**config.mk**
```make
export PLATFORM = sky130hd
export DESIGN_NAME = ram_port_arbiter_flat
export DESIGN_NICKNAME = d
export VERILOG_FILES = /design/src/rtl/ram_port_arbiter_pkg.sv /design/src/rtl/ram_port_arbiter_if.sv /design/src/rtl/ram_port_arbiter_rd_tag_pipe.sv /design/src/rtl/ram_port_arbiter.sv /design/src/flat_wrapper.sv
export SDC_FILE = /design/constraint.sdc
export NUM_CORES = 1
export LEC_CHECK = 0
export ABC_AREA = 1
export CELL_PAD_IN_SITES_DETAIL_PLACEMENT = 1
export CELL_PAD_IN_SITES_GLOBAL_PLACEMENT = 1
export CORE_MARGIN = 4
export CORE_UTILIZATION = 25
export DETAILED_ROUTE_END_ITERATION = 8
export PLACE_DENSITY = 0.95
export SLEW_MARGIN = 25
export SYNTH_ARGS = -nofsm -noshare
export SYNTH_HDL_FRONTEND = slang
export SYNTH_SLANG_ARGS = --single-unit
export TNS_END_PERCENT = 5
```
**constraint.sdc**
```tcl
create_clock -name clock -period 3.95 [get_ports clock]
set_input_delay 0.5925 -clock clock [delete_from_list [all_inputs] [get_ports clock]]
set_output_delay 0.5925 -clock clock [all_outputs]
set_load 0.005 [all_outputs]
```
**src/rtl/ram_port_arbiter_pkg.sv**
```systemverilog
// Shared types for the RAM port-A arbiter: owner encoding and read-return tag.
// No logic and no latency; pure type and default-width definitions.
package ram_arb_pkg;

    localparam int DEF_ADDR_W = 16;
    localparam int DEF_DATA_W = 16;

    typedef enum logic {
        OWN_M0 = 1'b0,
        OWN_M1 = 1'b1
    } owner_t;

    typedef struct packed {
        logic   valid;
        owner_t owner;
    } rd_tag_t;

endpackage

```
**src/rtl/ram_port_arbiter_if.sv**
```systemverilog
// Bundles both master request/response channels and the RAM port-A signals.
// slave = arbiter side, master = requesters and the RAM model.
interface ram_port_arbiter_if #(
    parameter int ADDR_W = 16,
    parameter int DATA_W = 16
);

    logic              m0_req;
    logic              m0_we;
    logic [ADDR_W-1:0] m0_addr;
    logic [DATA_W-1:0] m0_wdata;
    logic              m0_ack;
    logic              m0_rvalid;
    logic [DATA_W-1:0] m0_rdata;

    logic              m1_req;
    logic              m1_we;
    logic [ADDR_W-1:0] m1_addr;
    logic [DATA_W-1:0] m1_wdata;
    logic              m1_ack;
    logic              m1_rvalid;
    logic [DATA_W-1:0] m1_rdata;

    logic [ADDR_W-1:0] ram_addr;
    logic [DATA_W-1:0] ram_data;
    logic              ram_wren;
    logic [DATA_W-1:0] ram_q;

    modport slave (
        input  m0_req, m0_we, m0_addr, m0_wdata,
        output m0_ack, m0_rvalid, m0_rdata,
        input  m1_req, m1_we, m1_addr, m1_wdata,
        output m1_ack, m1_rvalid, m1_rdata,
        output ram_addr, ram_data, ram_wren,
        input  ram_q
    );

    modport master (
        output m0_req, m0_we, m0_addr, m0_wdata,
        input  m0_ack, m0_rvalid, m0_rdata,
        output m1_req, m1_we, m1_addr, m1_wdata,
        input  m1_ack, m1_rvalid, m1_rdata,
        input  ram_addr, ram_data, ram_wren,
        output ram_q
    );

endinterface

```
**src/rtl/ram_port_arbiter_rd_tag_pipe.sv**
```systemverilog
// Delays the issue tag by READ_LATENCY clocks so it lines up with ram_q.
// No backpressure: one tag enters and one leaves every clock; clear flushes all stages.
module ram_rd_tag_pipe
    import ram_arb_pkg::*;
#(
    parameter int READ_LATENCY = 1
) (
    input  logic    clock,
    input  logic    clear,
    input  rd_tag_t tag_in,
    output rd_tag_t tag_out
);

    rd_tag_t stage [READ_LATENCY];

    always_ff @(posedge clock or posedge clear) begin
        if (clear) begin
            for (int i = 0; i < READ_LATENCY; i++) begin
                stage[i] <= '0;
            end
        end else begin
            stage[0] <= tag_in;
            for (int i = 1; i < READ_LATENCY; i++) begin
                stage[i] <= stage[i-1];
            end
        end
    end

    assign tag_out = stage[READ_LATENCY-1];

endmodule

```
**src/rtl/ram_port_arbiter.sv**
```systemverilog
// Shares RAM port A between M0 (CPU) and M1 (fill engine): one access per clock, ack same cycle.
// Read data returns READ_LATENCY clocks after ack; a loser simply keeps req high until acked.
module ram_port_arbiter
    import ram_arb_pkg::*;
#(
    parameter int ADDR_W       = DEF_ADDR_W,
    parameter int DATA_W       = DEF_DATA_W,
    parameter int READ_LATENCY = 1,
    parameter int FIXED_PRIO   = 0,
    parameter int STARVE_LIMIT = 8
) (
    input  logic            clock,
    input  logic            clear,
    ram_port_arbiter_if.slave bus
);

    localparam int SC_W = (STARVE_LIMIT < 2) ? 1 : $clog2(STARVE_LIMIT + 1);
    localparam logic [SC_W-1:0] STARVE_MAX = SC_W'(STARVE_LIMIT);

    owner_t            last_grant;
    logic [SC_W-1:0]   starve_cnt;
    logic [ADDR_W-1:0] addr_q;
    logic [DATA_W-1:0] data_q;

    logic              gnt0;
    logic              gnt1;
    logic              any_gnt;
    logic              win_we;
    logic [ADDR_W-1:0] win_addr;
    logic [DATA_W-1:0] win_data;

    rd_tag_t           tag_issue;
    rd_tag_t           tag_ret;

    // Grants are suppressed during clear so no access can leak out of reset.
    always_comb begin
        gnt0 = 1'b0;
        gnt1 = 1'b0;
        if (!clear) begin
            if (bus.m0_req && bus.m1_req) begin
                if (FIXED_PRIO != 0) begin
                    if (starve_cnt == STARVE_MAX) begin
                        gnt1 = 1'b1;
                    end else begin
                        gnt0 = 1'b1;
                    end
                end else if (last_grant == OWN_M1) begin
                    gnt0 = 1'b1;
                end else begin
                    gnt1 = 1'b1;
                end
            end else if (bus.m0_req) begin
                gnt0 = 1'b1;
            end else if (bus.m1_req) begin
                gnt1 = 1'b1;
            end
        end
    end

    always_comb begin
        any_gnt  = gnt0 | gnt1;
        win_we   = 1'b0;
        win_addr = addr_q;
        win_data = data_q;
        if (gnt0) begin
            win_we   = bus.m0_we;
            win_addr = bus.m0_addr;
            win_data = bus.m0_wdata;
        end else if (gnt1) begin
            win_we   = bus.m1_we;
            win_addr = bus.m1_addr;
            win_data = bus.m1_wdata;
        end
    end

    assign bus.m0_ack   = gnt0;
    assign bus.m1_ack   = gnt1;
    assign bus.ram_wren = win_we;
    assign bus.ram_addr = win_addr;
    assign bus.ram_data = win_data;

    always_ff @(posedge clock or posedge clear) begin
        if (clear) begin
            last_grant <= OWN_M1;
            starve_cnt <= '0;
            addr_q     <= '0;
            data_q     <= '0;
        end else begin
            if (gnt0) begin
                last_grant <= OWN_M0;
            end else if (gnt1) begin
                last_grant <= OWN_M1;
            end

            if (!bus.m1_req || gnt1) begin
                starve_cnt <= '0;
            end else if (starve_cnt != STARVE_MAX) begin
                starve_cnt <= starve_cnt + 1'b1;
            end

            if (any_gnt) begin
                addr_q <= win_addr;
                data_q <= win_data;
            end
        end
    end

    // Writes still push a tag (valid=0) so the pipe advances uniformly.
    always_comb begin
        tag_issue.valid = any_gnt & ~win_we;
        tag_issue.owner = gnt1 ? OWN_M1 : OWN_M0;
    end

    ram_rd_tag_pipe #(
        .READ_LATENCY(READ_LATENCY)
    ) u_tag_pipe (
        .clock  (clock),
        .clear  (clear),
        .tag_in (tag_issue),
        .tag_out(tag_ret)
    );

    assign bus.m0_rvalid = tag_ret.valid && (tag_ret.owner == OWN_M0);
    assign bus.m1_rvalid = tag_ret.valid && (tag_ret.owner == OWN_M1);
    assign bus.m0_rdata  = bus.ram_q;
    assign bus.m1_rdata  = bus.ram_q;

endmodule

```
**src/flat_wrapper.sv**
```systemverilog
// flat-port wrapper written by rule: the top's interface ports become plain ports
module ram_port_arbiter_flat import ram_arb_pkg::*;
#(
    parameter int ADDR_W       = DEF_ADDR_W,
    parameter int DATA_W       = DEF_DATA_W,
    parameter int READ_LATENCY = 1,
    parameter int FIXED_PRIO   = 0,
    parameter int STARVE_LIMIT = 8
)
  (clock, clear, bus_m0_req, bus_m0_we, bus_m0_addr, bus_m0_wdata, bus_m0_ack, bus_m0_rvalid, bus_m0_rdata, bus_m1_req, bus_m1_we, bus_m1_addr, bus_m1_wdata, bus_m1_ack, bus_m1_rvalid, bus_m1_rdata, bus_ram_addr, bus_ram_data, bus_ram_wren, bus_ram_q);
  ram_port_arbiter_if #(.ADDR_W(ADDR_W), .DATA_W(DATA_W)) bus_i ();
  input  logic clock;
  input  logic clear;
  input wire logic [$bits(bus_i.m0_req)-1:0] bus_m0_req;
  input wire logic [$bits(bus_i.m0_we)-1:0] bus_m0_we;
  input wire logic [$bits(bus_i.m0_addr)-1:0] bus_m0_addr;
  input wire logic [$bits(bus_i.m0_wdata)-1:0] bus_m0_wdata;
  output wire logic [$bits(bus_i.m0_ack)-1:0] bus_m0_ack;
  output wire logic [$bits(bus_i.m0_rvalid)-1:0] bus_m0_rvalid;
  output wire logic [$bits(bus_i.m0_rdata)-1:0] bus_m0_rdata;
  input wire logic [$bits(bus_i.m1_req)-1:0] bus_m1_req;
  input wire logic [$bits(bus_i.m1_we)-1:0] bus_m1_we;
  input wire logic [$bits(bus_i.m1_addr)-1:0] bus_m1_addr;
  input wire logic [$bits(bus_i.m1_wdata)-1:0] bus_m1_wdata;
  output wire logic [$bits(bus_i.m1_ack)-1:0] bus_m1_ack;
  output wire logic [$bits(bus_i.m1_rvalid)-1:0] bus_m1_rvalid;
  output wire logic [$bits(bus_i.m1_rdata)-1:0] bus_m1_rdata;
  output wire logic [$bits(bus_i.ram_addr)-1:0] bus_ram_addr;
  output wire logic [$bits(bus_i.ram_data)-1:0] bus_ram_data;
  output wire logic [$bits(bus_i.ram_wren)-1:0] bus_ram_wren;
  input wire logic [$bits(bus_i.ram_q)-1:0] bus_ram_q;
  assign bus_i.m0_req = bus_m0_req;
  assign bus_i.m0_we = bus_m0_we;
  assign bus_i.m0_addr = bus_m0_addr;
  assign bus_i.m0_wdata = bus_m0_wdata;
  assign bus_m0_ack = bus_i.m0_ack;
  assign bus_m0_rvalid = bus_i.m0_rvalid;
  assign bus_m0_rdata = bus_i.m0_rdata;
  assign bus_i.m1_req = bus_m1_req;
  assign bus_i.m1_we = bus_m1_we;
  assign bus_i.m1_addr = bus_m1_addr;
  assign bus_i.m1_wdata = bus_m1_wdata;
  assign bus_m1_ack = bus_i.m1_ack;
  assign bus_m1_rvalid = bus_i.m1_rvalid;
  assign bus_m1_rdata = bus_i.m1_rdata;
  assign bus_ram_addr = bus_i.ram_addr;
  assign bus_ram_data = bus_i.ram_data;
  assign bus_ram_wren = bus_i.ram_wren;
  assign bus_i.ram_q = bus_ram_q;
  ram_port_arbiter #(.ADDR_W(ADDR_W), .DATA_W(DATA_W), .READ_LATENCY(READ_LATENCY), .FIXED_PRIO(FIXED_PRIO), .STARVE_LIMIT(STARVE_LIMIT)) u_core (.clock(clock), .clear(clear), .bus(bus_i));
endmodule
```
==> impl_summary.txt, run 1 <==
----------------------------------------------------
[Clock tree]
  Maximum level of the CTS H-tree ... 2
  Post-cts repair resize count ... 0
  Largest buffer count on any clock path ... 2
  Clock insertion delay at the later pin of the skew report ... 0.28 ns
  CTS tree ... built
  Sink Count ... 35
  Number of buffers added to fix hold violations after cts ... 0
  Worst-path clk slew ... 0.07 ns
  TritonCTS buffer count ... 5
  Cell at the root of the clock tree ... sky130_fd_sc_hd__clkbuf_8
  Post-CTS setup buffer count ... 0

[Floorplanning]
  Standard-cell rows ... 33
  Die area ... 10040 um2
  Die height ... 100.2 um
  Core region area ... 8258 um2
  Initial Util ... 0.2573
  Die boundary width ... 100.2 um
  I/O pin count ... 155

[Synth]
  Post-Synthesis Cell Area ... 2125 um2
  Commonest cells in the netlist ... sky130_fd_sc_hd__nand3_1 (98), sky130_fd_sc_hd__nand2_1 (37), sky130_fd_sc_hd__buf_4 (36)
  Number of synthesized flops with an enable pin ... 0
  Most used DFF post-synth ... sky130_fd_sc_hd__dfrtp_1
  Post-synthesis cell type count ... 15
  Share of the yosys chip area belonging to registers ... 0.4128
  Syn Nets ... 352
  Biggest area contributors in the synthesized netlist ... sky130_fd_sc_hd__dfrtp_1 (40%), sky130_fd_sc_hd__nand3_1 (23%), sky130_fd_sc_hd__buf_4 (13%)
  Leading cell type by number of instances after synthesis ... sky130_fd_sc_hd__nand3_1
  Synthesized instance count ... 266
  Number of synthesized register bits ... 35
  Fraction of registers with async set or reset after synthesis ... 1.000
  Average footprint of a synthesized cell ... 7.987 um2
  Yosys top cell by area ... sky130_fd_sc_hd__dfrtp_1
  Share of the synthesized area in the top cell type ... 0.4005
  Synthesis warning total ... 0

[Routing]
  Vias after detailed routing ... 2229
  Post-DR vias/cell ... 5.066
  Average wire per cell in the routed design ... 16.96 um
  Number of DRC markers after the initial detailed-route iteration ... 48
  Post-route antenna net violation count ... 0
  Pre-Repair DR Iteration Count ... 4
  Total DRC errors in the routed layout ... 0
  Total wire length ... 7464 um

[STA]
  Transition at the pin with the smallest max-transition slack ... 0.7124 ns
  Final hold violations ... 0
  Unrepaired setup endpoints after global routing ... no
  Achievable Freq ... 313.7 MHz
  Total Neg Setup Slack ... 0 ns
  Relative slew slack ... 0.5234
  Maximum clock skew at final layout ... 0.006073 ns
  Final Setup Violations ... 0
  Period utilization ... 0.8071
  Final slew viol count ... 0
  Shortest period the worst path allows ... 3.188 ns

[Critical path]
  Crit path max-delay cell type ... sky130_fd_sc_hd__nand2_2
  R2r endpoint ... u_core.addr_q[10]$_DFFE_PP0P_
  Delay contributed by the slowest stage of the critical path ... 0.59 ns
  Top cell family by delay on the critical path ... buffers and inverters
  Crit path capture type ... primary output
  Required arrival time at the worst endpoint ... 3.36 ns
  CP cell instances ... clkdlybuf4s50_1, nand2_2, nand3_1, nand3_1, clkdlybuf4s50_1
  Beginning of the worst register-to-register path ... u_core.last_grant$_DFFE_PP1P_
  Maximum net fanout on the critical path ... 34
  FF-to-FF path depth ... 4
  Buffering stage count on the worst path with inverters included ... 2
  Crit path DAT ... 2.60 ns
  Category of the worst setup path launch point ... input port
  Worst reg-to-reg setup slack ... 2.37 ns
  Class of the most critical setup path ... input port to primary output

[Layout]
  Total of fill cells in the finished design ... 986
  Area Growth Syn to Fin ... 46.70%
  Util after Layout ... 0.3774
  Net count of the finished layout ... 420
  Number of antenna repair diodes ... 0
  Fraction of layout cells with a size suffix above 1 ... 0.05970

[Worst hold path]
  WHS Path Cells ... 2
  Tightest Hold Check Type ... register to register
  Hold path startpoint ... u_core.addr_q[1]$_DFFE_PP0P_
  Hold Path End ... u_core.addr_q[1]$_DFFE_PP0P_

[Power]
  Leakage Power ... 1.401 nW
  Cell Pwr Density ... 332.3 nW/um2
  Maximum vdd drop ... 0.1295 mV
  Overall power consumption ... 0.001036 W

[Run]
  Max-cap check violation count ... 0

[Place]
  Count of buffers inserted at the top-level ports ... 106
  Half-perimeter wire length after placement ... 5348 um
  RePlAce Congestion ... 0.7364

[Global route]
  Number of antenna violations at the first check in global routing ... 0
  Remaining global-route overflow ... 0
  Global router's overall resource usage ... 0.1522
  Largest net degree at the start of global routing ... 70
  Vias in the first global route ... 2549
  Global-route wire length before repair ... 12290 um

[Outcome]
  Run status ... finished, final reports clean

----------------------------------------------------
registers in the layout, indices dropped and copies added, names as in the netlist:
| name | cells |
|---|---|
| u_core.addr_q | 16 |
| u_core.data_q | 16 |
| u_core.last_grant | 1 |
| u_core.u_tag_pipe.tag_out | 2 |
per-layer routing:
metal | global-route usage | share of wire | up-vias | wire [um]
li1 | - | - | 1048 | -
met1 | 0.1690 | 0.38 | 1074 | 2849
met2 | 0.2768 | 0.52 | 83 | 3892
met3 | 0.03614 | 0.064 | 24 | 478
met4 | 0.06218 | 0.033 | 0 | 244
met5 | 0 | 0 | - | 0
worst min-delay path: stages (launching register included):
cell and delay [ns]:
sky130_fd_sc_hd__dfrtp_1 0.32, sky130_fd_sc_hd__nand2_1 0.06, sky130_fd_sc_hd__nand3_1 0.06
power by group:
group	switching, W	internal (W)
sequential	0.0000164	0.000410
clock	0.000130	0.000121
combinational	0.000160	0.000198
cell usage in the layout (no fill, tap or decap):
cell,instances
sky130_fd_sc_hd__clkinv_2,3
sky130_fd_sc_hd__nand2_1,37
sky130_fd_sc_hd__inv_2,2
sky130_fd_sc_hd__o21ai_4,1
sky130_fd_sc_hd__inv_1,4
sky130_fd_sc_hd__nor2_1,2
sky130_fd_sc_hd__nor2_4,1
sky130_fd_sc_hd__dfstp_2,1
sky130_fd_sc_hd__clkdlybuf4s50_1,106
sky130_fd_sc_hd__clkbuf_8,5
sky130_fd_sc_hd__nand2_2,1
sky130_fd_sc_hd__buf_12,1
sky130_fd_sc_hd__dfrtp_1,34
sky130_fd_sc_hd__nand3_1,98
sky130_fd_sc_hd__buf_4,5
sky130_fd_sc_hd__nand4_1,33
sky130_fd_sc_hd__and2_1,1
metrics by stage:
step           hold slack [ns]  setup slack (ns)  cells  area (um2)
6_report                0.4773            0.7622    440        3117
5_1_grt                 0.5071            0.5999    440        3117
4_1_cts                 0.4880            0.7383    440        3117
3_5_place_dp            0.4686            0.7537    432        3033
3_3_place_gp            0.4599            0.8529    432        3033
2_1_floorplan           0.4468             1.721    266        2125
final cells by class:
cell class	instances	area, um2	share of cell area
sequential	35	877.1	0.2814
tap	105	131.4	0.04215
clock inverter	3	15.01	0.004817
multi-input combinational	174	883.3	0.2834
timing repair buffer	112	1119	0.3589
clock buffer	5	68.82	0.02208
inverter	6	22.52	0.007226
cell families (layout without fill, tap and decap cells):
family / Yosys count / after routing / share of synthesized area
simple gates: 173 / 173 / 0.4081
flops: 35 / 35 / 0.4128
compound gates: 1 / 1 / 0.007658
buf+inv: 57 / 126 / 0.1714
worst max-delay path by stage:
stage / startpoint / endpoint / slack, ns / depth (start not counted)
after floorplan: clear / bus_ram_data[10] / 1.72 / 4
after global placement: bus_m1_req / bus_ram_addr[15] / 0.85 / 5
final: bus_m1_req / bus_ram_addr[10] / 0.76 / 5
after CTS: bus_m1_req / bus_ram_data[13] / 0.74 / 5
after global routing: bus_m1_req / bus_ram_data[13] / 0.60 / 5
after detailed placement: bus_m1_req / bus_ram_data[13] / 0.75 / 5
(Power assumes the default switching activity.)
==> inputs of run 2 (changes only) <==
CORE_UTILIZATION = 23   (was 25)
PLACE_DENSITY = 0.92   (was 0.95)
clock period = 3.1 ns   (was 3.95 ns; I/O delays follow)
==> run 2 against run 1 <==
Against the previous run: cell area rose by 2.5%; clock skew is 0.00084 ns lower; clock power grew 74%; first-iteration DRC count increased by 31%; combinational power is 31% higher; worst setup slack worse by 0.60 ns.
==> impl_summary.txt, run 2 (synthesis gave the netlist of run 1 again) <==
----------------------------------------------------
[Outcome]
  Run status ... finished, final reports clean

[Routing]
  Amount of wire on met3 after detailed routing ... 522 um
  Wire length on met2 ... 4181 um
  Pre-Repair DR Iteration Count ... 4
  Post-DR vias/cell ... 5.061
  Vias after detailed routing ... 2252
  Total DRC errors in the routed layout ... 0
  Post-route antenna net violation count ... 0
  Highest Signal Layer ... met4
  Number of DRC markers after the initial detailed-route iteration ... 63
  Total wire length ... 7872 um
  Average wire per cell in the routed design ... 17.69 um
  Routed length on met1 ... 3074 um

[Worst hold path]
  WHS Path Cells ... 2
  Tightest Hold Check Type ... register to register

[Layout]
  Highest-count cells in the layout ignoring fill and taps ... sky130_fd_sc_hd__clkdlybuf4s50_1 (106), sky130_fd_sc_hd__nand3_1 (98), sky130_fd_sc_hd__nand2_1 (37)
  Number of antenna repair diodes ... 0
  Count of placed standard cells in the final layout, fillers left out ... 445
  Total of fill cells in the finished design ... 1051
  Fraction of layout cells with a size suffix above 1 ... 0.06528
  Area Growth Syn to Fin ... 50.35%
  Post-layout instance area ... 3194 um2
  Commonest non-fill, non-tap cell in the layout ... sky130_fd_sc_hd__clkdlybuf4s50_1
  Net count of the finished layout ... 422

[Floorplanning]
  Die boundary width ... 104.1 um
  Die area ... 10840 um2
  Standard-cell rows ... 34
  Initial Util ... 0.2401
  Die height ... 104.1 um
  Core region area ... 8848 um2
  I/O pin count ... 155

[Critical path]
  Crit path DAT ... 2.47 ns
  Maximum net fanout on the critical path ... 35
  Class of the most critical setup path ... input port to primary output
  Buffering stage count on the worst path with inverters included ... 4
  Top cell family by delay on the critical path ... buffers and inverters
  CP cell instances ... clkdlybuf4s50_1, buf_6, nand2_2, buf_4, nand3_1, nand3_1, clkdlybuf4s50_1
  Crit path from ... bus_m1_req
  FF-to-FF path depth ... 6
  Required arrival time at the worst endpoint ... 2.63 ns
  Worst setup path endpoint ... bus_ram_addr[13]
  Category of the worst setup path launch point ... input port
  Delay contributed by the slowest stage of the critical path ... 0.66 ns
  Crit path capture type ... primary output
  Beginning of the worst register-to-register path ... u_core.last_grant$_DFFE_PP1P_
  R2r endpoint ... u_core.u_tag_pipe.tag_out[1]$_DFF_PP0_
  Instance count on the critical path ... 7
  Worst reg-to-reg setup slack ... 1.84 ns
  Crit path max-delay cell type ... sky130_fd_sc_hd__clkdlybuf4s50_1

[Clock tree]
  Number of buffers added to fix hold violations after cts ... 0
  Maximum level of the CTS H-tree ... 2
  Worst-path clk slew ... 0.08 ns
  Sink Count ... 35
  Largest buffer count on any clock path ... 2
  Cell at the root of the clock tree ... sky130_fd_sc_hd__clkbuf_8
  TritonCTS buffer count ... 5
  CTS tree ... built
  Clock insertion delay at the later pin of the skew report ... 0.29 ns

[Global route]
  Global-route wire length before repair ... 12400 um
  Vias in the first global route ... 2493
  Global router's overall resource usage ... 0.1374
  Largest net degree at the start of global routing ... 70
  Remaining global-route overflow ... 0
  Number of antenna violations at the first check in global routing ... 0

[Place]
  Inst Count DP ... 436
  Dpl ws ... -0.005801 ns
  Standard cell area after detailed placement ... 3057 um2
  Count of buffers inserted at the top-level ports ... 106
  RePlAce Congestion ... 0.7202
  Half-perimeter wire length after placement ... 5522 um

[STA]
  Relative slew slack ... 0.6009
  Post-route worst hold slack ... 0.4838 ns
  Period utilization ... 0.9466
  Achievable Freq ... 340.8 MHz
  Final Setup Violations ... 0
  Min setup slack post-route ... 0.1656 ns
  Transition at the pin with the smallest max-transition slack ... 0.5964 ns
  Unrepaired setup endpoints after global routing ... no
  Maximum clock skew at final layout ... 0.005232 ns
  Final hold violations ... 0
  Final slew viol count ... 0
  Shortest period the worst path allows ... 2.934 ns

[Power]
  Leakage Power ... 1.426 nW
  Overall power consumption ... 0.001447 W
  Maximum vdd drop ... 0.1537 mV
  Cell Pwr Density ... 453.0 nW/um2

[Run]
  Max-cap check violation count ... 0

----------------------------------------------------
run 2: changes by cell type in the layout (fill, tap and decap cells not counted):
cell	delta
sky130_fd_sc_hd__buf_12	+1
sky130_fd_sc_hd__buf_4	-1
sky130_fd_sc_hd__buf_6	+1
sky130_fd_sc_hd__bufinv_16	+1
sky130_fd_sc_hd__clkbuf_8	+1
sky130_fd_sc_hd__clkinv_2	-2
sky130_fd_sc_hd__o21ai_4	+1
run 2: worst min path at each step:
stage,start,end
2_1_floorplan,u_core.addr_q[0]$_DFFE_PP0P_,u_core.addr_q[0]$_DFFE_PP0P_
3_3_place_gp,u_core.data_q[10]$_DFFE_PP0P_,u_core.data_q[10]$_DFFE_PP0P_
3_5_place_dp,u_core.addr_q[14]$_DFFE_PP0P_,u_core.addr_q[14]$_DFFE_PP0P_
4_1_cts,u_core.data_q[0]$_DFFE_PP0P_,u_core.data_q[0]$_DFFE_PP0P_
5_1_grt,u_core.data_q[15]$_DFFE_PP0P_,u_core.data_q[15]$_DFFE_PP0P_
6_report,u_core.data_q[0]$_DFFE_PP0P_,u_core.data_q[0]$_DFFE_PP0P_
run 2: metal layers:
metal | vias up | track usage
met1 | 1116 | 0.1466
met3 | 15 | 0.04159
met4 | 0 | 0.03324
li1 | 1050 | -
met2 | 71 | 0.2623
met5 | - | 0
run 2: power by group:
group	switching [W]	internal [W]	total (W)
registers	0.0000199	0.000523	0.000543
logic	0.000209	0.000258	0.000468
clock network	0.000177	0.000260	0.000437
run 2: metrics by stage:
stage / setup TNS (ns) / utilization
after floorplan: 0 / -
after global placement: 0 / 0.3454
after detailed placement: -0.005801 / 0.3454
after CTS: 0 / 0.3587
after global routing: 0 / 0.3610
final: 0 / 0.3610
run 2: layout make-up:
| type | instances | area (um2) | area share |
|---|---|---|---|
| Clock inverter | 2 | 35.03 | 0.01097 |
| Inverter | 6 | 22.52 | 0.007051 |
| Tap cell | 108 | 135.1 | 0.04230 |
| Timing Repair Buffer | 113 | 1142 | 0.3576 |
| Multi-Input combinational cell | 175 | 899.6 | 0.2816 |
| Clock buffer | 6 | 82.58 | 0.02585 |
| Sequential cell | 35 | 877.1 | 0.2746 |
run 2: what timing repair did:
item	in CTS	in global routing
pin swaps	1	1
setup buffers	0	0
cloned	0	1
gates resized for setup	0	2
endpoints found under the setup margin	1	32
run 2: worst reg2reg max path, stage by stage, from the launching register on:
cell and delay [ns]:
sky130_fd_sc_hd__dfstp_2 0.55, sky130_fd_sc_hd__inv_1 0.05, sky130_fd_sc_hd__nand2_2 0.05, sky130_fd_sc_hd__buf_4 0.23, sky130_fd_sc_hd__nand3_1 0.11, sky130_fd_sc_hd__nand2_1 0.10
sky130_fd_sc_hd__nor2_1 0.05
==> inputs of run 3 (changes only) <==
CTS_CLUSTER_SIZE = 28   (was not set)
SKIP_LAST_GASP = 1   (was not set)
==> results of run 3 <==
The final DEF is identical to that of run 2; final timing and power are the same.
